**config.mk**
```make
export PLATFORM = sky130hd
export DESIGN_NAME = ro_puf_reader
export DESIGN_NICKNAME = d
export VERILOG_FILES = /design/src/rtl/ro_puf_reader.sv
export SDC_FILE = /design/constraint.sdc
export NUM_CORES = 1
export LEC_CHECK = 0
export CORE_MARGIN = 2
export CORE_UTILIZATION = 62
export CTS_BUF_LIST = sky130_fd_sc_hd__clkbuf_8
export CTS_CLUSTER_DIAMETER = 200
export DETAILED_ROUTE_END_ITERATION = 8
export PLACE_DENSITY = 0.92
export SLEW_MARGIN = 20
export SYNTH_ARGS = -nofsm -noshare
export SYNTH_HDL_FRONTEND = slang
export SYNTH_SLANG_ARGS = --single-unit
```
**constraint.sdc**
```tcl
create_clock -name clk -period 3.8 [get_ports clk]
set_clock_uncertainty 0.15 [all_clocks]
set_input_delay 0.76 -clock clk [delete_from_list [all_inputs] [get_ports clk]]
set_output_delay 0.76 -clock clk [all_outputs]
set_load 0.005 [all_outputs]
```
**src/rtl/ro_puf_reader.sv**
```systemverilog
`timescale 1ns/1ps
// Ring-oscillator PUF reader: counts rising edges of two oscillators over a fixed window
// and reports which one is faster. Define ROPUF_MARGIN_EN to add the unstable margin flag.
module ro_puf_reader #(
  parameter int CNT_W      = 16,
  parameter int SETTLE_CYC = 64,
  parameter int WINDOW_CYC = 4096,
  parameter int MARGIN     = 4
) (
  input  logic             clk,
  input  logic             rst,
  input  logic             start,
  input  logic             ro_a,
  input  logic             ro_b,
  output logic             ro_en,
  output logic             busy,
  output logic             done,
  output logic             response,
  output logic [CNT_W-1:0] count_a,
  output logic [CNT_W-1:0] count_b
`ifdef ROPUF_MARGIN_EN
  ,output logic            unstable
`endif
);

  localparam int TMR_MAX = (SETTLE_CYC > WINDOW_CYC) ? SETTLE_CYC : WINDOW_CYC;
  localparam int TMR_W   = (TMR_MAX > 1) ? $clog2(TMR_MAX) : 1;
  localparam logic [TMR_W-1:0] TMR_ZERO    = {TMR_W{1'b0}};
  localparam logic [TMR_W-1:0] TMR_ONE     = TMR_W'(1);
  localparam logic [TMR_W-1:0] WINDOW_LOAD = TMR_W'(WINDOW_CYC - 1);
  localparam logic [TMR_W-1:0] SETTLE_LOAD = (SETTLE_CYC > 0) ? TMR_W'(SETTLE_CYC - 1) : {TMR_W{1'b0}};
  localparam bit               SKIP_SETTLE = (SETTLE_CYC == 0);
  localparam logic [CNT_W-1:0] CNT_MAX     = {CNT_W{1'b1}};
  localparam logic [CNT_W-1:0] CNT_ONE     = CNT_W'(1);

  typedef enum logic [1:0] {
    IDLE   = 2'd0,
    SETTLE = 2'd1,
    COUNT  = 2'd2,
    CMP    = 2'd3
  } state_t;

  state_t           state;
  state_t           next_state;
  logic [TMR_W-1:0] timer;
  logic [1:0]       sync_a;
  logic [1:0]       sync_b;
  logic             prev_a;
  logic             prev_b;
  logic             edge_a;
  logic             edge_b;
  logic             accept;
  logic             ro_en_nxt;
  logic             busy_nxt;
  logic             done_nxt;

  // Saturating increment: a counter at full scale stays there.
  function automatic logic [CNT_W-1:0] sat_inc(input logic [CNT_W-1:0] cnt, input logic hit);
    if (hit && (cnt != CNT_MAX)) begin
      sat_inc = cnt + CNT_ONE;
    end else begin
      sat_inc = cnt;
    end
  endfunction

`ifdef ROPUF_MARGIN_EN
  localparam logic [CNT_W:0] MARGIN_V = (CNT_W+1)'(MARGIN);

  function automatic logic [CNT_W-1:0] abs_diff(input logic [CNT_W-1:0] a, input logic [CNT_W-1:0] b);
    if (a > b) begin
      abs_diff = a - b;
    end else begin
      abs_diff = b - a;
    end
  endfunction
`endif

  assign edge_a = sync_a[1] & ~prev_a;
  assign edge_b = sync_b[1] & ~prev_b;
  // A start arriving while done is still high is dropped; the next IDLE cycle accepts again.
  assign accept = (state == IDLE) & start & ~done;

  // Two-flop synchronizers plus previous-value flops for rising-edge detection.
  always_ff @(posedge clk or posedge rst) begin
    if (rst) begin
      sync_a <= 2'b00;
      sync_b <= 2'b00;
      prev_a <= 1'b0;
      prev_b <= 1'b0;
    end else begin
      sync_a <= {sync_a[0], ro_a};
      sync_b <= {sync_b[0], ro_b};
      prev_a <= sync_a[1];
      prev_b <= sync_b[1];
    end
  end

  // State register.
  always_ff @(posedge clk or posedge rst) begin
    if (rst) begin
      state <= IDLE;
    end else begin
      state <= next_state;
    end
  end

  // Next-state logic.
  always_comb begin
    next_state = state;
    case (state)
      IDLE: begin
        if (accept) begin
          next_state = SKIP_SETTLE ? COUNT : SETTLE;
        end else begin
          next_state = IDLE;
        end
      end
      SETTLE: begin
        if (timer == TMR_ZERO) begin
          next_state = COUNT;
        end else begin
          next_state = SETTLE;
        end
      end
      COUNT: begin
        if (timer == TMR_ZERO) begin
          next_state = CMP;
        end else begin
          next_state = COUNT;
        end
      end
      CMP:     next_state = IDLE;
      default: next_state = IDLE;
    endcase
  end

  // Output decode from the upcoming state so the registered outputs line up with it.
  always_comb begin
    ro_en_nxt = 1'b0;
    busy_nxt  = 1'b0;
    done_nxt  = 1'b0;
    case (next_state)
      IDLE: begin
        ro_en_nxt = 1'b0;
        busy_nxt  = 1'b0;
      end
      SETTLE, COUNT: begin
        ro_en_nxt = 1'b1;
        busy_nxt  = 1'b1;
      end
      CMP: begin
        ro_en_nxt = 1'b0;
        busy_nxt  = 1'b1;
      end
      default: begin
        ro_en_nxt = 1'b0;
        busy_nxt  = 1'b0;
      end
    endcase
    if (state == CMP) begin
      done_nxt = 1'b1;
    end else begin
      done_nxt = 1'b0;
    end
  end

  // Registered control outputs; ro_en drops asynchronously with rst.
  always_ff @(posedge clk or posedge rst) begin
    if (rst) begin
      ro_en <= 1'b0;
      busy  <= 1'b0;
      done  <= 1'b0;
    end else begin
      ro_en <= ro_en_nxt;
      busy  <= busy_nxt;
      done  <= done_nxt;
    end
  end

  // Down-counting phase timer; it holds N-1 on entry so a phase lasts exactly N cycles.
  always_ff @(posedge clk or posedge rst) begin
    if (rst) begin
      timer <= TMR_ZERO;
    end else begin
      case (state)
        IDLE: begin
          if (accept) begin
            timer <= SKIP_SETTLE ? WINDOW_LOAD : SETTLE_LOAD;
          end else begin
            timer <= timer;
          end
        end
        SETTLE: begin
          if (timer == TMR_ZERO) begin
            timer <= WINDOW_LOAD;
          end else begin
            timer <= timer - TMR_ONE;
          end
        end
        COUNT: begin
          if (timer != TMR_ZERO) begin
            timer <= timer - TMR_ONE;
          end else begin
            timer <= timer;
          end
        end
        default: timer <= timer;
      endcase
    end
  end

  // Edge counters: cleared on accepted start, advanced only during the window.
  always_ff @(posedge clk or posedge rst) begin
    if (rst) begin
      count_a <= {CNT_W{1'b0}};
      count_b <= {CNT_W{1'b0}};
    end else if (accept) begin
      count_a <= {CNT_W{1'b0}};
      count_b <= {CNT_W{1'b0}};
    end else if (state == COUNT) begin
      count_a <= sat_inc(count_a, edge_a);
      count_b <= sat_inc(count_b, edge_b);
    end else begin
      count_a <= count_a;
      count_b <= count_b;
    end
  end

  // Result register, written once per measurement in CMP; a tie reads as 0.
  always_ff @(posedge clk or posedge rst) begin
    if (rst) begin
      response <= 1'b0;
    end else if (state == CMP) begin
      response <= (count_a > count_b);
    end else begin
      response <= response;
    end
  end

`ifdef ROPUF_MARGIN_EN
  // Margin flag, captured alongside response.
  always_ff @(posedge clk or posedge rst) begin
    if (rst) begin
      unstable <= 1'b0;
    end else if (state == CMP) begin
      unstable <= ({1'b0, abs_diff(count_a, count_b)} < MARGIN_V);
    end else begin
      unstable <= unstable;
    end
  end
`endif

endmodule

```
==> flow_summary.toml <==
[yosys]
yosysWarnings = 0
muxShareOfSynthArea_pct = 0
synth_edf_count = 0
synthArstFlopShare_pct = 100.0
synth_top_family_by_area = "simple AND/OR/NAND/NOR gates"
ys.flop_type = "dfrtp_1"
synth-xor-area-share_pct = 6.554
synth_largest_area_cell = "dfrtp_1"
synthAdderAreaFrac_pct = 9.363
synth_compound_area_share_pct = 14.64
yosys-top-cells-area = "dfrtp_1, ha_1, xnor2_1, nor2_1, a21oi_1"
yosysUniqueCellTypes = 52
syn_area_mm2 = 0.003341
syn_inst = 368
synth_fp_nets = 398
synth_top_area_share_pct = 41.95
synth-seq-cells = 56
ys_seq_area_share_pct = 41.95
postSynthAreaPerCell_um2 = 9.078
synth-simple-area-share_pct = 22.85

[worst_setup_path]
critPathRequiredTime_ns = 3.91
endpoint_kind = "register"
cp_max_fo = 8
crit_arrival_ns = 2.70
start_kind = "register"
critical_path_class = "register to register"

[finish]
layout-drive-gt1-share_pct = 4.668
num_antenna_cells = 0
finalNetCount = 436
fillers = 362
area_growth_pct = 17.08

[floorplanning]
die_x_um = 77.41
coreArea_mm2 = 0.005140
ioPinCount = 41
design.die.area_mm2 = 0.005992
rows = 26
start_util_pct = 65.00
die_h_um = 77.41

[clock_tree]
cts.clk_slew.worst_paths_ns = 0.10
clockBufferDepth = 2
cts_tree = "built"
htreeDepth = 2
cts_hold_buf = 0
numCtsBuffers = 5
cts_sinks = 56
cts.root.buffer_cell = "clkbuf_8"
clk_latency_ns = 0.32
cts_resized = 0
cts_setup_buffers = 0

[timing]
max_freq_ghz = 0.3857
final.setup.tns_ns = 0
slew_viol_final = 0
worst_pin_slew_ns = 0.9275
holdWs_ns = 0.2089
relSlewSlack_pct = 37.69
rsz0062_at_grt = "no"
post-route-min-period_ns = 2.593
hold_viol = 0
finalSetupViolations = 0
min_period_over_period_pct = 68.23

[placement]
gp_congestion = 0.9386
port_buffers = 40
place_hpwl_um = 5564

[power]
seq_power_share_pct = 46.3
p_leak_nw = 1.631
clockPowerShare_pct = 26.5
powerDensity_mw_per_mm2 = 402.5
power_switching_mw = 0.5448
intPower_mw = 1.030
ir_drop_v = 0.0003247
pwr-share-comb_pct = 27.2
sw_frac_of_total_pct = 34.60

[global_routing]
grt_antenna_before_repair = 0
grt_overflow = 0
track_usage_pct = 27.37
grt_start_max_net_pins = 57
grt_pass1_wl_um = 13230
grt_pass1_vias = 2815

[drt]
drtIter0Drc = 270
dr.pass1.iters = 5
routedWlPerCell_um = 16.60
drc = 0
vias = 2982
viasPerCell = 6.252
wl_um = 7917
postRouteAntennaNets = 0

[min_path]
min_path_type = "register to register"

[job]
max-cap-violations = 0

[status]
status = "completed"
==> through the flow <==
step	std cells	cell area (µm²)	util [%]	power, mW	setup WS (ns)
2_1_floorplan	368	3341	-	1.049	1.519
6_report	477	3911	76.10	1.574	1.207
5_1_grt	477	3911	76.10	1.667	1.118
4_1_cts	477	3911	76.10	1.571	1.229
3_3_place_gp	469	3790	73.73	1.128	1.112
3_5_place_dp	469	3790	73.73	1.150	1.055
==> area by class of cell <==
class / instances / area (µm²) / area share (%)
clock buffer: 6 / 82.58 / 2.111
clock inverter: 2 / 38.79 / 0.9917
inverter: 27 / 101.3 / 2.591
multi-input combinational: 274 / 1784 / 45.62
sequential: 56 / 1401 / 35.83
tap: 70 / 87.58 / 2.239
timing repair buffer: 42 / 415.4 / 10.62
==> routing by layer <==
| layer | wire length, µm | track usage [%] | vias up | share of wire (%) |
|---|---|---|---|---|
| met4 | 99 | 7.500 | 0 | 1.3 |
| met3 | 584 | 5.581 | 12 | 7.4 |
| met1 | 3415 | 35.76 | 1434 | 43 |
| met2 | 3817 | 46.52 | 140 | 48 |
| met5 | 0 | 0 | - | 0 |
| li1 | - | - | 1396 | - |
==> worst paths after layout <==
path / from / endpoint / slack, ns / cells past startpoint
worst max register to register: state[0]$_DFF_PP0_ / count_a[13]$_DFFE_PP0P_ / 1.21 / 7
worst min register to register: sync_a[0]$_DFF_PP0_ / sync_a[1]$_DFF_PP0_ / 0.21 / 0
max in group asynchronous: rst / timer[7]$_DFFE_PP0P_ / 2.25 / 3
worst min-delay path: sync_a[0]$_DFF_PP0_ / sync_a[1]$_DFF_PP0_ / 0.21 / 0
worst max-delay path: state[0]$_DFF_PP0_ / count_a[13]$_DFFE_PP0P_ / 1.21 / 7
min in group asynchronous: rst / count_b[1]$_DFFE_PP0P_ / 0.79 / 3
==> cells by family after synthesis <==
| kind of cell | count (synthesis) |
|---|---|
| AOI/OAI and AO/OA | 78 |
| xor gates and xnor gates | 25 |
| adders and majority gates | 25 |
| buffers and inverters | 38 |
| DFF | 56 |
| and+or+nand+nor | 146 |
==> power by group through the flow <==
| stage | logic [mW] | registers [mW] | clock network, mW |
|---|---|---|---|
| floorplan | 0.338 | 0.711 | 0 |
| global placement | 0.395 | 0.732 | 0 |
| detailed placement | 0.415 | 0.735 | 0 |
| CTS | 0.421 | 0.727 | 0.423 |
| global route | 0.484 | 0.738 | 0.445 |
| finish | 0.428 | 0.729 | 0.417 |
==> Yosys cell counts, types with 2 or more instances <==
library cell	count
a2111oi_0	2
a211oi_1	3
a21o_1	2
a21oi_1	23
a31oi_1	2
a41oi_1	2
and4_1	2
clkbuf_1	8
dfrtp_1	56
ha_1	25
inv_1	27
nand2_1	23
nand3_1	17
nand3b_1	2
nand4_1	17
nor2_1	46
nor3_1	10
nor4_1	5
o211ai_1	5
o21a_1	4
o21ai_0	15
o21ai_1	7
o22a_1	6
or3_1	3
or3_4	2
or4_1	5
xnor2_1	24
==> registers in the layout, summed over array words and instances (netlist names) <==
name      count
count_b      16
prev_b        1
timer        12
prev_a        1
sync_a        2
count_a      16
done          1
sync_b        2
busy          1
ro_en         1
state         2
response      1
==> critical path, cell delays in order (launching register included) <==
cell and delay (ns):
dfrtp_1 0.42, inv_1 0.15, ha_1 0.38, nand2_2 0.09, or3_4 0.42, or3_4 0.42
or4_1 0.44, nand2_1 0.09
==> cells in the final DEF, fill, tap and decap left out, drive strengths merged, types with 17 or more instances in the layout <==
master / netlist / layout
inv: 27 / 27
ha: 25 / 25
o21ai: 22 / 22
clkdlybuf4s50: 0 / 40
nand2: 24 / 24
nand3: 17 / 17
a21oi: 23 / 23
xnor2: 24 / 24
nor2: 46 / 46
dfrtp: 56 / 56
nand4: 17 / 17
Note: power is estimated with default switching activity, not from simulation.
